**config.mk**
```make
export PLATFORM = sky130hd
export DESIGN_NAME = ps2_host_tx
export DESIGN_NICKNAME = d
export VERILOG_FILES = /design/src/rtl/ps2_host_tx.sv
export SDC_FILE = /design/constraint.sdc
export NUM_CORES = 1
export LEC_CHECK = 0
export CORE_ASPECT_RATIO = 1.5
export CORE_UTILIZATION = 40
export DETAILED_ROUTE_END_ITERATION = 16
export GPL_TIMING_DRIVEN = 0
export PLACE_DENSITY = 0.69
export SYNTH_ARGS = -nofsm -noshare
export SYNTH_HDL_FRONTEND = slang
export SYNTH_SLANG_ARGS = --single-unit
```
**constraint.sdc**
```tcl
create_clock -name clock -period 2.4 [get_ports clock]
set_clock_uncertainty 0.2 [all_clocks]
set_input_delay 0.72 -clock clock [delete_from_list [all_inputs] [get_ports clock]]
set_output_delay 0.72 -clock clock [all_outputs]
set_load 0.05 [all_outputs]
```
**src/rtl/ps2_host_tx.sv**
```systemverilog
// Host-to-device PS/2 command transmitter: inhibit, request-to-send, 11-bit frame, ACK check.
// Latency: INHIBIT_CYCLES of clock inhibit, then paced by the device clock; pin edges acted on 3 clocks late.
// Backpressure: tx_ready only in IDLE; tx_valid elsewhere is ignored. Optional resend: define PS2_TX_RETRY_EN.
module ps2_host_tx #(
   parameter int INHIBIT_CYCLES        = 5000,
   parameter int START_TIMEOUT_CYCLES  = 750000,
   parameter int PACKET_TIMEOUT_CYCLES = 100000,
   parameter int MAX_RETRIES           = 2
) (
   input  logic       clock,
   input  logic       resetn,
   input  logic [7:0] tx_data,
   input  logic       tx_valid,
   output logic       tx_ready,
   input  logic       kb_clock,
   input  logic       kb_data,
   output logic       kb_clock_oe,
   output logic       kb_data_oe,
   output logic       busy,
   output logic       tx_done,
   output logic       tx_error,
   output logic [1:0] error_code
);

   // One shared cycle counter, wide enough for the largest parameter.
   localparam int MAX_A   = (INHIBIT_CYCLES > START_TIMEOUT_CYCLES) ? INHIBIT_CYCLES : START_TIMEOUT_CYCLES;
   localparam int MAX_B   = (MAX_A > PACKET_TIMEOUT_CYCLES) ? MAX_A : PACKET_TIMEOUT_CYCLES;
   localparam int MAX_CYC = (MAX_B > MAX_RETRIES) ? MAX_B : MAX_RETRIES;
   localparam int CW      = $clog2(MAX_CYC + 1);

   localparam logic [CW-1:0] INH_LAST = CW'(INHIBIT_CYCLES - 1);
   localparam logic [CW-1:0] START_TO = CW'(START_TIMEOUT_CYCLES);
   localparam logic [CW-1:0] PKT_TO   = CW'(PACKET_TIMEOUT_CYCLES);
   localparam logic [CW-1:0] CNT_SAT  = '1;

   localparam logic [1:0] ERR_NONE    = 2'b00;
   localparam logic [1:0] ERR_START   = 2'b01;
   localparam logic [1:0] ERR_PACKET  = 2'b10;
   localparam logic [1:0] ERR_NACK    = 2'b11;

   typedef enum logic [2:0] {
      S_IDLE,
      S_INHIBIT,
      S_RTS,
      S_SEND,
      S_ACK,
      S_WAIT_IDLE,
      S_ERROR
   } state_t;

   state_t        state_q, state_d;
   logic [CW-1:0] cnt_q, cnt_d;
   logic [3:0]    bitcnt_q, bitcnt_d;
   logic [7:0]    shreg_q, shreg_d;
   logic          parity_q, parity_d;
   logic          clk_oe_q, clk_oe_d;
   logic          data_oe_q, data_oe_d;
   logic [1:0]    err_q, err_d;

   logic clk_s1_q, clk_s2_q, clk_prev_q;
   logic dat_s1_q, dat_s2_q;
   logic fall;

   logic       pkt_fail;
   logic [1:0] pkt_code;
   logic       retry_ok;
   logic       done_c;
   logic [3:0] bit_nxt;

`ifdef PS2_TX_RETRY_EN
   localparam int RW = $clog2(MAX_RETRIES + 2);
   logic [RW-1:0] retry_q, retry_d;
`endif

   // Pin synchronisers; idle-high reset values so reset release never looks like a fall.
   always_ff @(posedge clock or negedge resetn) begin
      if (!resetn) begin
         clk_s1_q   <= 1'b1;
         clk_s2_q   <= 1'b1;
         clk_prev_q <= 1'b1;
         dat_s1_q   <= 1'b1;
         dat_s2_q   <= 1'b1;
      end else begin
         clk_s1_q   <= kb_clock;
         clk_s2_q   <= clk_s1_q;
         clk_prev_q <= clk_s2_q;
         dat_s1_q   <= kb_data;
         dat_s2_q   <= dat_s1_q;
      end
   end

   assign fall = clk_prev_q & ~clk_s2_q;

   // State and datapath registers; reset releases both lines without waiting for a clock.
   always_ff @(posedge clock or negedge resetn) begin
      if (!resetn) begin
         state_q   <= S_IDLE;
         cnt_q     <= '0;
         bitcnt_q  <= '0;
         shreg_q   <= '0;
         parity_q  <= 1'b0;
         clk_oe_q  <= 1'b0;
         data_oe_q <= 1'b0;
         err_q     <= ERR_NONE;
`ifdef PS2_TX_RETRY_EN
         retry_q   <= '0;
`endif
      end else begin
         state_q   <= state_d;
         cnt_q     <= cnt_d;
         bitcnt_q  <= bitcnt_d;
         shreg_q   <= shreg_d;
         parity_q  <= parity_d;
         clk_oe_q  <= clk_oe_d;
         data_oe_q <= data_oe_d;
         err_q     <= err_d;
`ifdef PS2_TX_RETRY_EN
         retry_q   <= retry_d;
`endif
      end
   end

   // Next-state logic: frame sequencing, timeouts and failure handling.
   always_comb begin
      state_d   = state_q;
      cnt_d     = (cnt_q == CNT_SAT) ? cnt_q : cnt_q + CW'(1);
      bitcnt_d  = bitcnt_q;
      shreg_d   = shreg_q;
      parity_d  = parity_q;
      clk_oe_d  = clk_oe_q;
      data_oe_d = data_oe_q;
      err_d     = err_q;
      pkt_fail  = 1'b0;
      pkt_code  = ERR_NONE;
      done_c    = 1'b0;
      bit_nxt   = bitcnt_q + 4'd1;
`ifdef PS2_TX_RETRY_EN
      retry_d   = retry_q;
      retry_ok  = (retry_q < RW'(MAX_RETRIES));
`else
      retry_ok  = 1'b0;
`endif

      case (state_q)
         S_IDLE: begin
            clk_oe_d  = 1'b0;
            data_oe_d = 1'b0;
            if (tx_valid) begin
               shreg_d  = tx_data;
               parity_d = ~^tx_data;
               err_d    = ERR_NONE;
               cnt_d    = '0;
               clk_oe_d = 1'b1;
               state_d  = S_INHIBIT;
`ifdef PS2_TX_RETRY_EN
               retry_d  = '0;
`endif
            end
         end
         S_INHIBIT: begin
            clk_oe_d  = 1'b1;
            data_oe_d = 1'b0;
            if (cnt_q >= INH_LAST) begin
               // Start bit goes out on the same edge the clock is released.
               clk_oe_d  = 1'b0;
               data_oe_d = 1'b1;
               cnt_d     = '0;
               state_d   = S_RTS;
            end
         end
         S_RTS: begin
            if (fall) begin
               bitcnt_d  = '0;
               data_oe_d = ~shreg_q[0];
               cnt_d     = '0;
               state_d   = S_SEND;
            end else if (cnt_q >= START_TO) begin
               // A device that never answers is not worth resending to.
               err_d     = ERR_START;
               clk_oe_d  = 1'b0;
               data_oe_d = 1'b0;
               state_d   = S_ERROR;
            end
         end
         S_SEND: begin
            if (cnt_q >= PKT_TO) begin
               pkt_fail = 1'b1;
               pkt_code = ERR_PACKET;
            end else if (fall) begin
               bitcnt_d = bit_nxt;
               if (bit_nxt <= 4'd7) begin
                  data_oe_d = ~shreg_q[bit_nxt[2:0]];
               end else if (bit_nxt == 4'd8) begin
                  data_oe_d = ~parity_q;
               end else begin
                  data_oe_d = 1'b0;
                  state_d   = S_ACK;
               end
            end
         end
         S_ACK: begin
            if (cnt_q >= PKT_TO) begin
               pkt_fail = 1'b1;
               pkt_code = ERR_PACKET;
            end else if (fall) begin
               if (dat_s2_q) begin
                  pkt_fail = 1'b1;
                  pkt_code = ERR_NACK;
               end else begin
                  state_d = S_WAIT_IDLE;
               end
            end
         end
         S_WAIT_IDLE: begin
            if (cnt_q >= PKT_TO) begin
               pkt_fail = 1'b1;
               pkt_code = ERR_PACKET;
            end else if (clk_s2_q && dat_s2_q) begin
               done_c  = 1'b1;
               state_d = S_IDLE;
            end
         end
         S_ERROR: begin
            clk_oe_d  = 1'b0;
            data_oe_d = 1'b0;
            state_d   = S_IDLE;
         end
         default: begin
            clk_oe_d  = 1'b0;
            data_oe_d = 1'b0;
            state_d   = S_IDLE;
         end
      endcase

      if (pkt_fail) begin
         if (retry_ok) begin
            // Resend the latched byte from the top, silently.
            cnt_d     = '0;
            clk_oe_d  = 1'b1;
            data_oe_d = 1'b0;
            state_d   = S_INHIBIT;
`ifdef PS2_TX_RETRY_EN
            retry_d   = retry_q + RW'(1);
`endif
         end else begin
            err_d     = pkt_code;
            clk_oe_d  = 1'b0;
            data_oe_d = 1'b0;
            state_d   = S_ERROR;
         end
      end
   end

   assign tx_ready    = (state_q == S_IDLE);
   assign busy        = (state_q != S_IDLE);
   assign tx_done     = done_c;
   assign tx_error    = (state_q == S_ERROR);
   assign error_code  = err_q;
   assign kb_clock_oe = clk_oe_q;
   assign kb_data_oe  = data_oe_q;

endmodule

```
==> impl_metrics.toml <==
[outcome]
status = "finished, violations left"
violations = "setup timing"

[worst_setup_path]
crit_required_ps = 1480
r2r_end = "bitcnt_q[2]$_DFFE_PN0P_"
critPathBufInv = 1
slowest_delay_ps = 450
rr_worst_depth = 6
critical_path.top_delay_family = "compound AO/OA/AOI/OAI gates"
critPathMaxFanout = 5
path_cells = "o211ai_1, nor2_1, o41a_1, nor4_4, buf_6"
r2r_slack_ps = 20
start_kind = "register"
regToRegStartpoint = "cnt_q[17]$_DFF_PN0_"
crit_slowest_cell = "o41a_1"
cp-end-kind = "primary output"
path_class = "reg -> out"
arrival_ps = 1830

[grt]
grt_pass1_wl_um = 9740
grt_usage_pct = 18.4
grt_pass1_vias = 2071
antenna_found_initial = 0
grt_max_degree = 34
grt_remaining_overflow = 0

[cells_and_area]
post-route-util_pct = 49.5
diodes = 0
drive_gt1_share_pct = 21.1
num-nets-final = 340
fillers = 613
synthToLayoutAreaGrowth_pct = 19.5

[synthesis]
syn_nets = 307
synthTopCellsByArea = "dfrtp_1 37%, dfstp_2 4.9%, nor2_1 4.6%, nand2_1 4.2%, xnor2_1 3.9%"
ys_warn_count = 0
netlist_area_mm2 = 0.00269
async_flop_share_pct = 100
synth_top_cell_by_area = "dfrtp_1"
netlist_instances = 289
synth-edff-count = 0
synth_top_area_share_pct = 37.2
syn_avg_cell_area_um2 = 9.30
synthDistinctLibCells = 56
synth_ff_type = "dfrtp_1"
synth_seq_cells = 45
seq_area_frac_synth_pct = 42.1

[detailed_routing]
vias_per_cell = 5.65
vias = 2255
drt_first_iter_violations = 217
drc_errors = 0
routed_wl_um = 6140
postRouteAntennaNets = 0
wire_per_inst_um = 15.4
dr.pass1.iters = 4

[sta]
setup_viol = 1
min_period_ps = 2750
max_freq_mhz = 364
hold_viol = 0
rsz0062_at_grt = "true"
fin_crit_sh_pct = 115
worst_pin_slew_ps = 745
max_slew_margin_pct = 49.8
slew_viol_final = 0
final.setup.worst_slack_ps = -349
setup_tns_ps = -349

[die]
die_w_um = 68.9
initial_core_util_pct = 41.4
rows = 36
die_h_um = 102
die-area_mm2 = 0.00706
ioPinCount = 21
core-area_mm2 = 0.00649

[cts]
cts_tree = "yes"
clk_path_buf_depth = 2
cts.clk_slew.worst_paths_ps = 90
ctsHoldBuffers = 0
numCtsBuffers = 5
cts_root_buf = "clkbuf_8"
clk_latency_ps = 290
cts_sinks = 45
cts_max_level = 2

[placed_design]
place_congestion = 0.911
io_buffer_count = 20
dp_hpwl_um = 4490

[pwr]
power.density_mw_per_mm2 = 1040
leakage_uw = 0.00142
peakVddDrop_mv = 0.522

[worst_hold_path]
hp-class = "in -> async"

[run]
maxCapViolations = 0
synthesized netlist by cell type, drive strengths merged, types with 2 or more instances:
| master | count |
|---|---|
| o211ai | 2 |
| a21oi | 15 |
| o21ai | 13 |
| nand2b | 4 |
| ha | 5 |
| nor2b | 2 |
| xor2 | 11 |
| inv | 11 |
| clkbuf | 6 |
| a211o | 3 |
| a31oi | 3 |
| xnor2 | 12 |
| buf | 8 |
| nand4 | 8 |
| dfstp | 5 |
| o31ai | 3 |
| nor4 | 7 |
| dfrtp | 40 |
| and3 | 5 |
| nand3 | 16 |
| nor3 | 7 |
| a21o | 2 |
| nor2 | 33 |
| mux4 | 2 |
| mux2 | 11 |
| mux2i | 5 |
| nand2 | 31 |
kinds of logic (layout without fill, tap and decap cells):
group	Yosys count	after routing	share of synthesized area (%)
fa+ha+maj	5	5	2.33
mux	18	18	8.29
simple gates	120	120	22.4
xor+xnor	23	23	7.50
flops	45	45	42.1
compound gates	53	53	13.4
buf+inv	25	59	3.96
per-layer routing:
metal / vias to the layer above / routed length [um] / track usage (%) / share of wire (%)
li1: 1090 / - / - / -
met1: 1081 / 2520 / 21.1 / 41
met2: 61 / 3260 / 33.6 / 53
met3: 23 / 176 / 2.46 / 2.9
met4: 0 / 193 / 6.75 / 3.1
met5: - / 0 / 0 / 0
where the power goes:
group / switching (uW) / total [uW] / internal (uW)
Clock: 258 / 491 / 234
Sequential: 153 / 1120 / 972
Combinational: 1020 / 1720 / 702
state kept, by name, indices dropped and copies added (netlist names):
register     flops
parity_q         1
kb_data_oe       1
state_q          3
shreg_q          8
dat_s2_q         1
cnt_q           20
kb_clock_oe      1
dat_s1_q         1
error_code       2
clk_s1_q         1
bitcnt_q         4
clk_s2_q         1
clk_prev_q       1
worst register-to-register path, stage by stage (launching register included):
cell and delay [ps]:
dfrtp_2 440, nor3_4 210, nand2_2 100, o41ai_2 680, o211ai_2 260, a21o_1 220
a21o_1 170
timing repair:
item,CTS,global route
setup buffers,4,2
setup endpoints to repair,7,14
resized for setup,32,16
cloned,0,0
pin swaps,1,5
how the worst max path moves through the flow:
stage	cells past startpoint	start	slack (ps)	end
after global placement	1	resetn	-820	kb_data_oe$_DFFE_PN0P_
after global routing	5	cnt_q[7]$_DFF_PN0_	-420	tx_done
after detailed placement	5	cnt_q[17]$_DFF_PN0_	-770	tx_done
after floorplan	4	cnt_q[17]$_DFF_PN0_	-220	tx_done
after CTS	5	cnt_q[17]$_DFF_PN0_	-430	tx_done
final	5	cnt_q[7]$_DFF_PN0_	-350	tx_done
final cells by class:
class                           instances  area (um^2)  share of cell area, %
Timing Repair Buffer                   27          254                   7.91
Inverter                               11         45.0                   1.40
Clock buffer                            6         82.6                   2.57
Sequential cell                        45         1140                   35.4
Clock inverter                          2         13.8                  0.429
Buffer                                 13         80.1                   2.49
Multi-Input combinational cell        219         1500                   46.8
Tap cell                               76         95.1                   2.96
metrics by stage:
stage               total power (uW)  area, um^2  hold slack, ps  worst slack, ps  cells
finish                          3340        3210             110             -349    399
global route                    3550        3210             119             -418    399
CTS                             3300        3170             115             -426    398
detailed placement              2780        3040             148             -772    386
global placement                2750        3020             146             -817    385
floorplan                       2330        2730             145             -218    289
placed cells by master, fill, tap and decap left out, types with 9 or more instances in the layout:
cell type | synthesis | final
xor2_1 | 11 | 11
clkdlybuf4s50_1 | 0 | 11
xnor2_1 | 12 | 12
dfrtp_1 | 40 | 36
inv_1 | 11 | 10
nand2_1 | 30 | 30
o21ai_0 | 10 | 10
a21oi_1 | 15 | 13
nand3_1 | 16 | 16
mux2_2 | 9 | 9
nor2_1 | 33 | 33
buf_4 | 1 | 10
Power figures use the tool's default switching activity.
